`config.mk`:
```
export PLATFORM = sky130hd
export DESIGN_NAME = seq_normalizer
export DESIGN_NICKNAME = d
export VERILOG_FILES = /design/src/rtl/norm_pkg.sv /design/src/rtl/norm_step.sv /design/src/rtl/seq_normalizer.sv
export SDC_FILE = /design/constraint.sdc
export NUM_CORES = 1
export LEC_CHECK = 0
export ABC_AREA = 1
export ABC_CLOCK_PERIOD_IN_PS = 2200
export CAP_MARGIN = 20
export CORE_ASPECT_RATIO = 1.2
export CORE_MARGIN = 4
export CORE_UTILIZATION = 37
export DETAILED_ROUTE_END_ITERATION = 16
export PLACE_DENSITY_LB_ADDON = 0.15
export SLEW_MARGIN = 10
export SYNTH_ARGS = -nofsm -noshare
export SYNTH_HDL_FRONTEND = slang
export SYNTH_SLANG_ARGS = --single-unit
```
`constraint.sdc`:
```
create_clock -name clk -period 2.2 [get_ports clk]
set_input_delay 0.22 -clock clk [delete_from_list [all_inputs] [get_ports clk]]
set_output_delay 0.22 -clock clk [all_outputs]
set_load 0.03 [all_outputs]
```
`src/rtl/norm_pkg.sv`:
```
// Shared types and helpers for the iterative left-normalizer.
// Latency: n/a (declarations only).
// Backpressure: n/a.
// Contents: norm_state_t FSM encoding, NORM_W default width, shamt_w() width helper.
package norm_pkg;

  typedef enum logic [1:0] {
    IDLE,
    SHIFT,
    DONE
  } norm_state_t;

  localparam int NORM_W = 8;

  // Width of a shift amount able to express 0..width-1.
  function automatic int shamt_w(input int width);
    return $clog2(width);
  endfunction

endpackage

```
`src/rtl/norm_step.sv`:
```
// One combinational normalization step: shift left and advance the count.
// Latency: combinational.
// Backpressure: none; the parent decides when to register the result.
// Ports: data/count in; data_nxt/count_nxt out; msb_hit = data_nxt MSB is 1.
// Optional build macro NORM_STEP2_EN: shift by 2 when the top two bits are zero.
module norm_step
  import norm_pkg::*;
#(
  parameter  int WIDTH   = NORM_W,
  localparam int SHAMT_W = shamt_w(WIDTH)
) (
  input  logic [WIDTH-1:0]   data,
  input  logic [SHAMT_W-1:0] count,
  output logic [WIDTH-1:0]   data_nxt,
  output logic [SHAMT_W-1:0] count_nxt,
  output logic               msb_hit
);

`ifdef NORM_STEP2_EN
  // A double step can never overshoot: two zero MSBs means at least two
  // leading zeros remain, so the count stays within WIDTH-1.
  always_comb begin
    if (data[WIDTH-1:WIDTH-2] == 2'b00) begin
      data_nxt  = data << 2;
      count_nxt = count + SHAMT_W'(2);
      msb_hit   = data[WIDTH-3];
    end else begin
      data_nxt  = data << 1;
      count_nxt = count + SHAMT_W'(1);
      msb_hit   = data[WIDTH-2];
    end
  end
`else
  always_comb begin
    data_nxt  = data << 1;
    count_nxt = count + SHAMT_W'(1);
    msb_hit   = data[WIDTH-2];
  end
`endif

endmodule

```
`src/rtl/seq_normalizer.sv`:
```
// Iterative left-normalizer: shifts a word left until its MSB is 1, reports the shift count.
// Latency: lz+1 edges from accept to out_valid (1 + ceil(lz/2) with NORM_STEP2_EN).
// Backpressure: in_ready only in IDLE; result held stable in DONE until out_ready.
// Ports: clk, rst (sync, active-high); in/in_valid/in_ready; out/shamt/zero/out_valid/out_ready.
// Optional build macro NORM_STEP2_EN (handled inside norm_step).
module seq_normalizer
  import norm_pkg::*;
#(
  parameter  int WIDTH   = NORM_W,
  localparam int SHAMT_W = shamt_w(WIDTH)
) (
  input  logic               clk,
  input  logic               rst,
  input  logic               in_valid,
  output logic               in_ready,
  input  logic [WIDTH-1:0]   in,
  output logic               out_valid,
  input  logic               out_ready,
  output logic [WIDTH-1:0]   out,
  output logic [SHAMT_W-1:0] shamt,
  output logic               zero
);

  norm_state_t        state, state_nxt;
  logic [WIDTH-1:0]   data, step_data;
  logic [SHAMT_W-1:0] count, step_count;
  logic               zero_q;
  logic               msb_hit;
  logic               load, advance;

  norm_step #(.WIDTH(WIDTH)) u_step (
    .data      (data),
    .count     (count),
    .data_nxt  (step_data),
    .count_nxt (step_count),
    .msb_hit   (msb_hit)
  );

  always_ff @(posedge clk) begin
    if (rst) state <= IDLE;
    else     state <= state_nxt;
  end

  always_comb begin
    state_nxt = state;
    load      = 1'b0;
    advance   = 1'b0;
    in_ready  = 1'b0;
    out_valid = 1'b0;
    case (state)
      IDLE: begin
        in_ready = 1'b1;
        if (in_valid) begin
          load = 1'b1;
          // Zero words and already-normalized words skip SHIFT entirely.
          if (in == '0 || in[WIDTH-1]) state_nxt = DONE;
          else                         state_nxt = SHIFT;
        end
      end
      SHIFT: begin
        advance = 1'b1;
        if (msb_hit) state_nxt = DONE;
      end
      DONE: begin
        out_valid = 1'b1;
        if (out_ready) state_nxt = IDLE;
      end
      default: state_nxt = IDLE;
    endcase
  end

  // Result registers double as the output holding registers: they only
  // change on a load or a shift step, so they stay put through DONE and IDLE.
  always_ff @(posedge clk) begin
    if (rst) begin
      data   <= '0;
      count  <= '0;
      zero_q <= 1'b0;
    end else if (load) begin
      data   <= in;
      count  <= '0;
      zero_q <= (in == '0);
    end else if (advance) begin
      data   <= step_data;
      count  <= step_count;
    end
  end

  assign out   = data;
  assign shamt = count;
  assign zero  = zero_q;

endmodule

```
; ---- Word-level counts from Yosys, hierarchy flattened
; Cells that the tools add are included.
[word_totals]
regBits = 14
in_bits = 12
output_inout_bits = 14
[classes]
addsub = 1
eq_ne = 5
mux = 12
reduce_logical = 6
[op_table]
columns = op, count
row1 = 8-bit two-way mux, 2
row2 = 8-bit logical NOT, 1
row3 = 2-bit two-way mux, 4
row4 = 2-bit inequality test (second input constant), 3
row5 = 2-bit one-hot mux with 3 select lines, 1
row6 = 1-bit two-way mux, 5
row7 = 3-bit by 1-bit adder with 3-bit output (second input constant), 1
row8 = 3-bit AND reduction, 1
row9 = 2-bit by 1-bit == test with 1-bit output (second input constant), 1
row10 = 2-bit == test (second input constant), 1
row11 = 2-bit logical NOT, 1
row12 = 2-bit nonzero test, 1
row13 = 2-bit OR reduction, 1
row14 = 1-bit logical OR, 1

; ---- Logic depth before layout (Yosys ltp)
; Gate-level depths: netlist (run 1).
[depth]
ltp_word = 5
depth_mapped = 6
mapped_depth_nobuf = 6

; ---- By module
; Synthesis (run 1) repeated with hierarchy kept, for this count alone.
[hier_totals]
hier_cells = 120
hier_area_um2 = 774.5
[by_module_without_submodules]
columns = mod, instances, cells_each, area_per_inst_um2
row1 = seq_normalizer, 1, 103, 668.1
row2 = norm_step, 1, 17, 106.4

; ---- Worst setup path before layout (run 1)
; OpenSTA, ideal clock, no wires.
[synth_timing]
path_kind = flip-flop to flip-flop
startpoint = register state[0]
endpoint = register data[1] (netlist: out[1])
setup_time_ns = 0.074
arrival_time_ns = 1.365
t_required_ns = 2.126
slack_ns = 0.761
path_stages_with_launch = 6
n_path_buf = 0
cell_sequence = dfxtp_1 nor2_1 nand2_1 inv_1 nand2_1 a31oi_1
[synth_between]
elab_chain_cells = 3
word_cells_on_any_way = 6
[synth_lines]
columns = element, line_no
row1 = "start, declared", seq_normalizer.sv:24  ; norm_state_t state, state_nxt;
row2 = "start signal, assigned", seq_normalizer.sv:41  ; else state <= state_nxt;
row3 = 2-bit by 1-bit == test with 1-bit output / 2-bit logical NOT (equally long branches), seq_normalizer.sv:50  ; case (state)
row4 = 1-bit two-way mux, seq_normalizer.sv:50
row5 = 2-bit nonzero test (no line) / 8-bit two-way mux (equally long branches), -
row6 = "end signal, assigned", seq_normalizer.sv:80  ; data <= in;
row7 = "end signal, assigned", seq_normalizer.sv:84  ; data <= step_data;
row8 = "end, declared", seq_normalizer.sv:25  ; logic [WIDTH-1:0] data, step_data;
; Parallel ways exist; a longest one is shown, timed or not.
; A chain may end at the register's enable or synchronous reset.

; ---- Worst setup path in the final report (run 1)
[layout_timing]
startpoint = register state[1]
endpoint = output port out_valid
[layout_between]
elab_chain_cells = 2
[layout_lines]
columns = element, line_no
row1 = 2-bit == test, seq_normalizer.sv:50
row2 = 1-bit two-way mux, seq_normalizer.sv:50
row3 = "end, declared", seq_normalizer.sv:17  ; output logic out_valid,
; No other way between the ends.

==> results of run 1 <==
flip-flops by register name, summed over array words and instances (netlist names):
signal / cells
shamt: 3
state: 2
zero: 1
out: 8
cell type report:
cell class / count / share of cell area (%)
tap: 18 / 2.39
inverter: 9 / 3.59
timing repair buffer: 25 / 26.6
multi-input combinational: 70 / 33.9
sequential: 14 / 29.7
clock buffer: 4 / 3.85
power by group through the flow:
stage | Sequential [W] | Clock [W] | Combinational (W)
2_1_floorplan | 0.000355 | 0 | 0.000138
3_3_place_gp | 0.000317 | 0 | 0.000286
3_5_place_dp | 0.000318 | 0 | 0.000285
4_1_cts | 0.000313 | 0.000196 | 0.000286
5_1_grt | 0.000317 | 0.000213 | 0.000315
6_report | 0.000313 | 0.000186 | 0.000284
per-layer routing:
metal | track usage, % | vias up
li1 | - | 354
met5 | 0 | -
met4 | 12.8 | 0
met2 | 20.9 | 20
met3 | 3.68 | 5
met1 | 19.0 | 296
per-stage QoR:
step	setup WS [ns]	utilization, %	hold slack, ns	instance area [um2]
2_1_floorplan	0.761	-	0.323	644
3_3_place_gp	0.690	55.2	0.464	906
3_5_place_dp	0.662	55.2	0.466	906
4_1_cts	0.340	57.4	0.483	942
5_1_grt	0.244	57.4	0.507	942
6_report	0.360	57.4	0.486	942
kinds of logic after synthesis:
group | count (synthesis)
AND/OR/NAND/NOR | 54
flip-flops | 14
AO/OA/AOI/OAI | 13
buffers and inverters | 11
XOR/XNOR | 2
adder cells (fa/ha/maj) | 1
cell usage in the layout, fill, tap and decap left out:
cell,Yosys,layout
nand2_1,37,37
clkdlybuf4s50_1,0,25
dfxtp_1,14,14
nor2_1,12,12
inv_1,9,9
a31oi_1,7,7
a21oi_1,3,3
nand3_1,3,3
clkbuf_4,0,3
o21ai_0,2,2
xor2_1,2,2
o21ai_1,1,1
nor2_4,1,1
nor3_1,1,1
ha_1,1,1
clkbuf_8,0,1
how the worst max path moves through the flow:
stage	slack (ns)	end	from
floorplan	0.76	out[1]	state[0]
global placement	0.69	out_valid	state[1]
detailed placement	0.66	out_valid	state[1]
CTS	0.34	out_valid	state[1]
global route	0.24	out_valid	state[1]
finish	0.36	out_valid	state[1]
worst reg2reg max path: cells and delay by family, from the launching register on:
kind	cells	cell delay, ns
DFF	1	0.37
AOI/OAI and AO/OA	2	0.66
and+or+nand+nor	1	0.11
==> results.sh, run 1 <==
export IMPL_vdd_ir_drop_max_v=0.000388
export IMPL_post_synth_instance_area_um2=644
export IMPL_cp_cell_sequence="inv_1 > nor2_1 > clkdlybuf4s50_1"
export IMPL_rr_endpoint="out[1]"
export IMPL_ctsHoldBuffers=0
export IMPL_netlist_top_cells_count="nand2_1, dfxtp_1, nor2_1"
export IMPL_cellPowerDensity_nw_per_um2=831
export IMPL_yosys_reg_bits=14
export IMPL_groute_usage_overall_pct=15.1
export IMPL_dpl_hpwl_um=1160
export IMPL_share_clk_of_total_power_pct=23.8
export IMPL_worstHoldPathCells=2
export IMPL_cell_count_after_synthesis=95
export IMPL_multiInputGateArea_um2=319
export IMPL_synth_warnings=0
export IMPL_share_of_async_settable_or_async_resettable_flops_after_synthesis_pct=0
export IMPL_hold_viol_final=0
export IMPL_cts_repair_resized=0
export IMPL_clk_insertion_delay_late_ns=0.28
export IMPL_p_int_w=0.000498
export IMPL_ys_flop_type="dfxtp_1"
export IMPL_holdPathEnd="zero"
export IMPL_setup_reg_to_reg_worst_slack_ns=1.00
export IMPL_post_synth_edffs=0
export IMPL_static_leakage_power_nw=0.399
export IMPL_critical_path_cell_count=3
export IMPL_cts_tree="done"
export IMPL_clockBufferDepth=2
export IMPL_cts_root_buffer="clkbuf_4"
export IMPL_synth_sequential_area_ratio_pct=43.5
export IMPL_run_status="finished, final reports clean"
export IMPL_simple_gate_share_of_the_synthesized_area_pct=33.4
export IMPL_antenna_cells_inserted=0
export IMPL_drt_wl_total_um=1550
export IMPL_fmax_mhz=543
export IMPL_number_of_sinks_on_the_clock_net=14
export IMPL_timing_critical_path_required_ns=1.98
export IMPL_dr_wl_met2_um=643
export IMPL_rsz0062_at_grt="false"
export IMPL_num_vias=675
export IMPL_grt_overflow_total=0
export IMPL_viasPerCell=4.82
export IMPL_dp_cells=136
export IMPL_post_synth_xor_area_fraction_pct=2.72
export IMPL_floorplan_initialDensity_pct=39.3
export IMPL_swShare_pct=36.4
export IMPL_htreeDepth=1
export IMPL_worstPathArrival_ns=1.62
export IMPL_syn_avg_cell_area_um2=6.78
export IMPL_critical_path_class="reg -> out"
export IMPL_synth_top_family_by_area="simple AND/OR/NAND/NOR gates"
export IMPL_placement_rows=16
export IMPL_dr_first_iter_drc_count=11
export IMPL_synth_top_cell_by_area="dfxtp_1"
export IMPL_number_of_port_buffers=25
export IMPL_post_synth_main_area_contributors="dfxtp_1, nand2_1, nor2_1"
export IMPL_area_of_the_die_um2=2480
export IMPL_fin_nets=136
export IMPL_totalNegativeSetupSlack_ns=0
export IMPL_critical_path_top_delay_family="buffers and inverters"
export IMPL_finalCritPeriodShare_pct=83.7
export IMPL_comb_power_share_pct=36.3
export IMPL_yosys_area_top_type_share_pct=43.5
export IMPL_ant_nets=0
export IMPL_synth_fa_ha_area_share_pct=1.94
export IMPL_switchingPower_w=0.000285
export IMPL_worst_r2r_startpoint="state[0]"
export IMPL_worst_path_buf_inv=2
export IMPL_grt_antenna_before_repair=0
export IMPL_post_route_drc_count=0
export IMPL_max_capacitance_violation_count=0
export IMPL_boundaryPins=26
export IMPL_grt_start_max_net_pins=11
export IMPL_seq_power_share_pct=40.0
export IMPL_layout_min_cycle_time_ns=1.84
export IMPL_hp_start="zero"
export IMPL_clk_transition_reported_paths_ns=0.08
export IMPL_detailroute_wirelength_met3_um=120
export IMPL_gp_congestion=0.861
export IMPL_complex_gate_fraction_of_the_synthesized_area_pct=11.5
export IMPL_critPathMaxStageDelay_ns=0.69
export IMPL_crit_fanout=4
export IMPL_cts_repair_timing_setup_buffer_count=0
export IMPL_total_power_w=0.000783
export IMPL_wl_met1_um=727
export IMPL_die_x_um=46.1
export IMPL_start_kind="flip-flop"
export IMPL_final_cells=140
export IMPL_cts_buffers_inserted=3
export IMPL_vias_in_the_first_global_route=620
export IMPL_dieHeight_um=53.7
export IMPL_routed_wire_length_per_instance_um=11.1
export IMPL_grt_first_pass_wirelength_um=2630
export IMPL_layout_cells_sized_above_1_pct=4.10
export IMPL_final_number_of_setup_violating_endpoints=0
export IMPL_fillerInstances=173
export IMPL_hold_class="reg -> reg"
export IMPL_yosys_mux_area_fraction_pct=0
export IMPL_yosys_cell_count_top_type="nand2_1"
export IMPL_maxUsedRoutingLayer="met4"
export IMPL_firstDrtPassIters=4
export IMPL_timing_max_transition_violations_final=0
export IMPL_max_slew_worst_pin_slew_ns=0.550
export IMPL_synth_net_count=108
export IMPL_crit_path_top_delay_cell="clkdlybuf4s50_1"
export IMPL_core_area_um2=1640
export IMPL_maxSlewHeadroom_pct=63.1
export IMPL_rr_worst_depth=3
export IMPL_flow_area_growth_from_synthesis_pct=46.2
export IMPL_synth_cell_types=15
export IMPL_endpoint_kind="primary output"
export IMPL_final_setup_skew_ns=0.00155
export IMPL_regArea_um2=280
No activity file was read; power rests on OpenSTA's default activity.
==> inputs of run 2 (changes only) <==
- ABC_CLOCK_PERIOD_IN_PS: 2200 -> 1700
- clock period: 2.2 -> 1.7 ns (I/O delays scaled with it)
==> run 2 against run 1 <==
Worst setup slack worse by 0.18 ns. Clock skew is 0.0024 ns higher. Die area stayed put. First-iteration DRC count is 36% lower. Highest routed layer unchanged.
==> results.sh, run 2 (synthesis gave the netlist of run 1 again) <==
export IMPL_grt_first_pass_wirelength_um=2640
export IMPL_clk_insertion_delay_late_ns=0.28
export IMPL_crit_fanout=3
export IMPL_run_status="finished, final reports clean"
export IMPL_die_x_um=46.1
export IMPL_number_of_port_buffers=25
export IMPL_hold_class="in -> reg"
export IMPL_ant_nets=0
export IMPL_timing_critical_path_required_ns=1.53
export IMPL_vias_in_the_first_global_route=635
export IMPL_finalCritPeriodShare_pct=89.3
export IMPL_swShare_pct=36.5
export IMPL_endpoint_kind="primary output"
export IMPL_final_number_of_setup_violating_endpoints=0
export IMPL_grt_overflow_total=0
export IMPL_detailroute_wirelength_met3_um=100
export IMPL_critical_path_top_delay_family="buffers and inverters"
export IMPL_hold_viol_final=0
export IMPL_cts_repair_timing_setup_buffer_count=0
export IMPL_dp_cells=137
export IMPL_placement_rows=16
export IMPL_dr_first_iter_drc_count=7
export IMPL_clk_transition_reported_paths_ns=0.09
export IMPL_start_kind="flip-flop"
export IMPL_worst_path_buf_inv=1
export IMPL_holdPathEnd="out[0]"
export IMPL_hp_start="in[0]"
export IMPL_maxUsedRoutingLayer="met4"
export IMPL_gp_congestion=0.856
export IMPL_antenna_cells_inserted=0
export IMPL_cellPowerDensity_nw_per_um2=1070
export IMPL_dr_wl_met2_um=677
export IMPL_worstPathArrival_ns=1.35
export IMPL_clockBufferDepth=2
export IMPL_rr_worst_depth=5
export IMPL_critPathMaxStageDelay_ns=0.69
export IMPL_firstDrtPassIters=4
export IMPL_final_setup_skew_ns=0.00391
export IMPL_timing_critical_path_from="shamt[0]"
export IMPL_comb_power_share_pct=36.3
export IMPL_critical_path_class="reg -> out"
export IMPL_totalNegativeSetupSlack_ns=0
export IMPL_drt_wl_total_um=1540
export IMPL_layout_cells_most_common="nand2_1"
export IMPL_cts_tree="done"
export IMPL_total_power_w=0.00101
export IMPL_rsz0062_at_grt="false"
export IMPL_largest_register_ffs=8
export IMPL_floorplan_initialDensity_pct=39.3
export IMPL_number_of_sinks_on_the_clock_net=14
export IMPL_groute_usage_overall_pct=14.6
export IMPL_routed_wire_length_per_instance_um=10.9
export IMPL_fin_nets=137
export IMPL_layout_min_cycle_time_ns=1.52
export IMPL_crit_path_top_delay_cell="clkdlybuf4s50_1"
export IMPL_wl_met1_um=735
export IMPL_final_cell_mix="nand2_1, clkdlybuf4s50_1, dfxtp_1"
export IMPL_switchingPower_w=0.000369
export IMPL_fillerInstances=172
export IMPL_viasPerCell=4.78
export IMPL_layout_cells_sized_above_1_pct=4.88
export IMPL_static_leakage_power_nw=0.408
export IMPL_dpl_hpwl_um=1190
export IMPL_grt_antenna_before_repair=0
export IMPL_area_of_the_die_um2=2480
export IMPL_max_capacitance_violation_count=0
export IMPL_htreeDepth=1
export IMPL_cts_root_buffer="clkbuf_4"
export IMPL_rr_endpoint="state[1]"
export IMPL_post_route_drc_count=0
export IMPL_cts_buffers_inserted=3
export IMPL_grt_start_max_net_pins=11
export IMPL_maxSlewHeadroom_pct=79.3
export IMPL_fmax_mhz=658
export IMPL_worstHoldPathCells=3
export IMPL_vdd_ir_drop_max_v=0.000504
export IMPL_core_area_um2=1640
export IMPL_share_clk_of_total_power_pct=23.7
export IMPL_cp_cell_sequence="clkdlybuf4s50_1"
export IMPL_p_int_w=0.000642
export IMPL_setup_reg_to_reg_worst_slack_ns=0.52
export IMPL_final_cells=141
export IMPL_seq_power_share_pct=40.0
export IMPL_max_slew_worst_pin_slew_ns=0.310
export IMPL_flow_area_growth_from_synthesis_pct=47.0
export IMPL_num_vias=674
export IMPL_boundaryPins=26
export IMPL_worst_r2r_startpoint="state[0]"
export IMPL_dieHeight_um=53.7
export IMPL_timing_max_transition_violations_final=0
-- run 2: cell types whose count changed in the layout (fill, tap and decap cells not counted) --
cell,change
clkdlybuf4s50_1,-2
dlygate4sd2_1,+2
buf_4,+1
-- run 2: power groups by stage --
stage | logic (W) | registers, W | clock network [W]
4_1_cts | 0.000371 | 0.000404 | 0.000251
6_report | 0.000367 | 0.000404 | 0.000240
3_5_place_dp | 0.000379 | 0.000412 | 0
3_3_place_gp | 0.000379 | 0.000409 | 0
2_1_floorplan | 0.000178 | 0.000460 | 0
5_1_grt | 0.000407 | 0.000409 | 0.000260
-- run 2: repair_timing --
action                                 in CTS  in global routing
hold buffers                                0                  0
gates resized for setup                     2                  0
setup endpoints to repair                   2                  0
endpoints found under the hold margin       0                  0
-- run 2: worst max path at each step --
stage	end	slack (ns)	depth (start not counted)
2_1_floorplan	out[1]	0.26	5
3_3_place_gp	out_valid	0.24	3
3_5_place_dp	out_valid	0.21	3
4_1_cts	out_valid	0.17	3
5_1_grt	out_valid	0.11	3
6_report	shamt[0]	0.18	1
-- run 2: final cells by class --
type                    instances  area [um2]  share of cell area [%]
multi-input cells              70         319                    33.7
flip-flops and latches         14         280                    29.6
well taps                      18        22.5                    2.38
inverters                       9        33.8                    3.57
repair buffers                 26         255                    26.9
clock buffers                   4        36.3                    3.83
-- run 2: routing by layer --
layer  GRT usage, %  vias to the layer above
li1               -                      356
met1           18.8                      295
met2           21.8                       19
met3           3.34                        4
met4           8.53                        0
met5              0                        -
-- run 2: metrics by stage --
stage | hold slack [ns] | instance area (um2) | worst slack (ns) | util (%)
after CTS | 0.455 | 947 | 0.170 | 57.7
after floorplan | 0.273 | 644 | 0.261 | -
after global routing | 0.465 | 947 | 0.105 | 57.7
final | 0.465 | 947 | 0.181 | 57.7
after global placement | 0.470 | 913 | 0.242 | 55.6
after detailed placement | 0.471 | 913 | 0.213 | 55.6
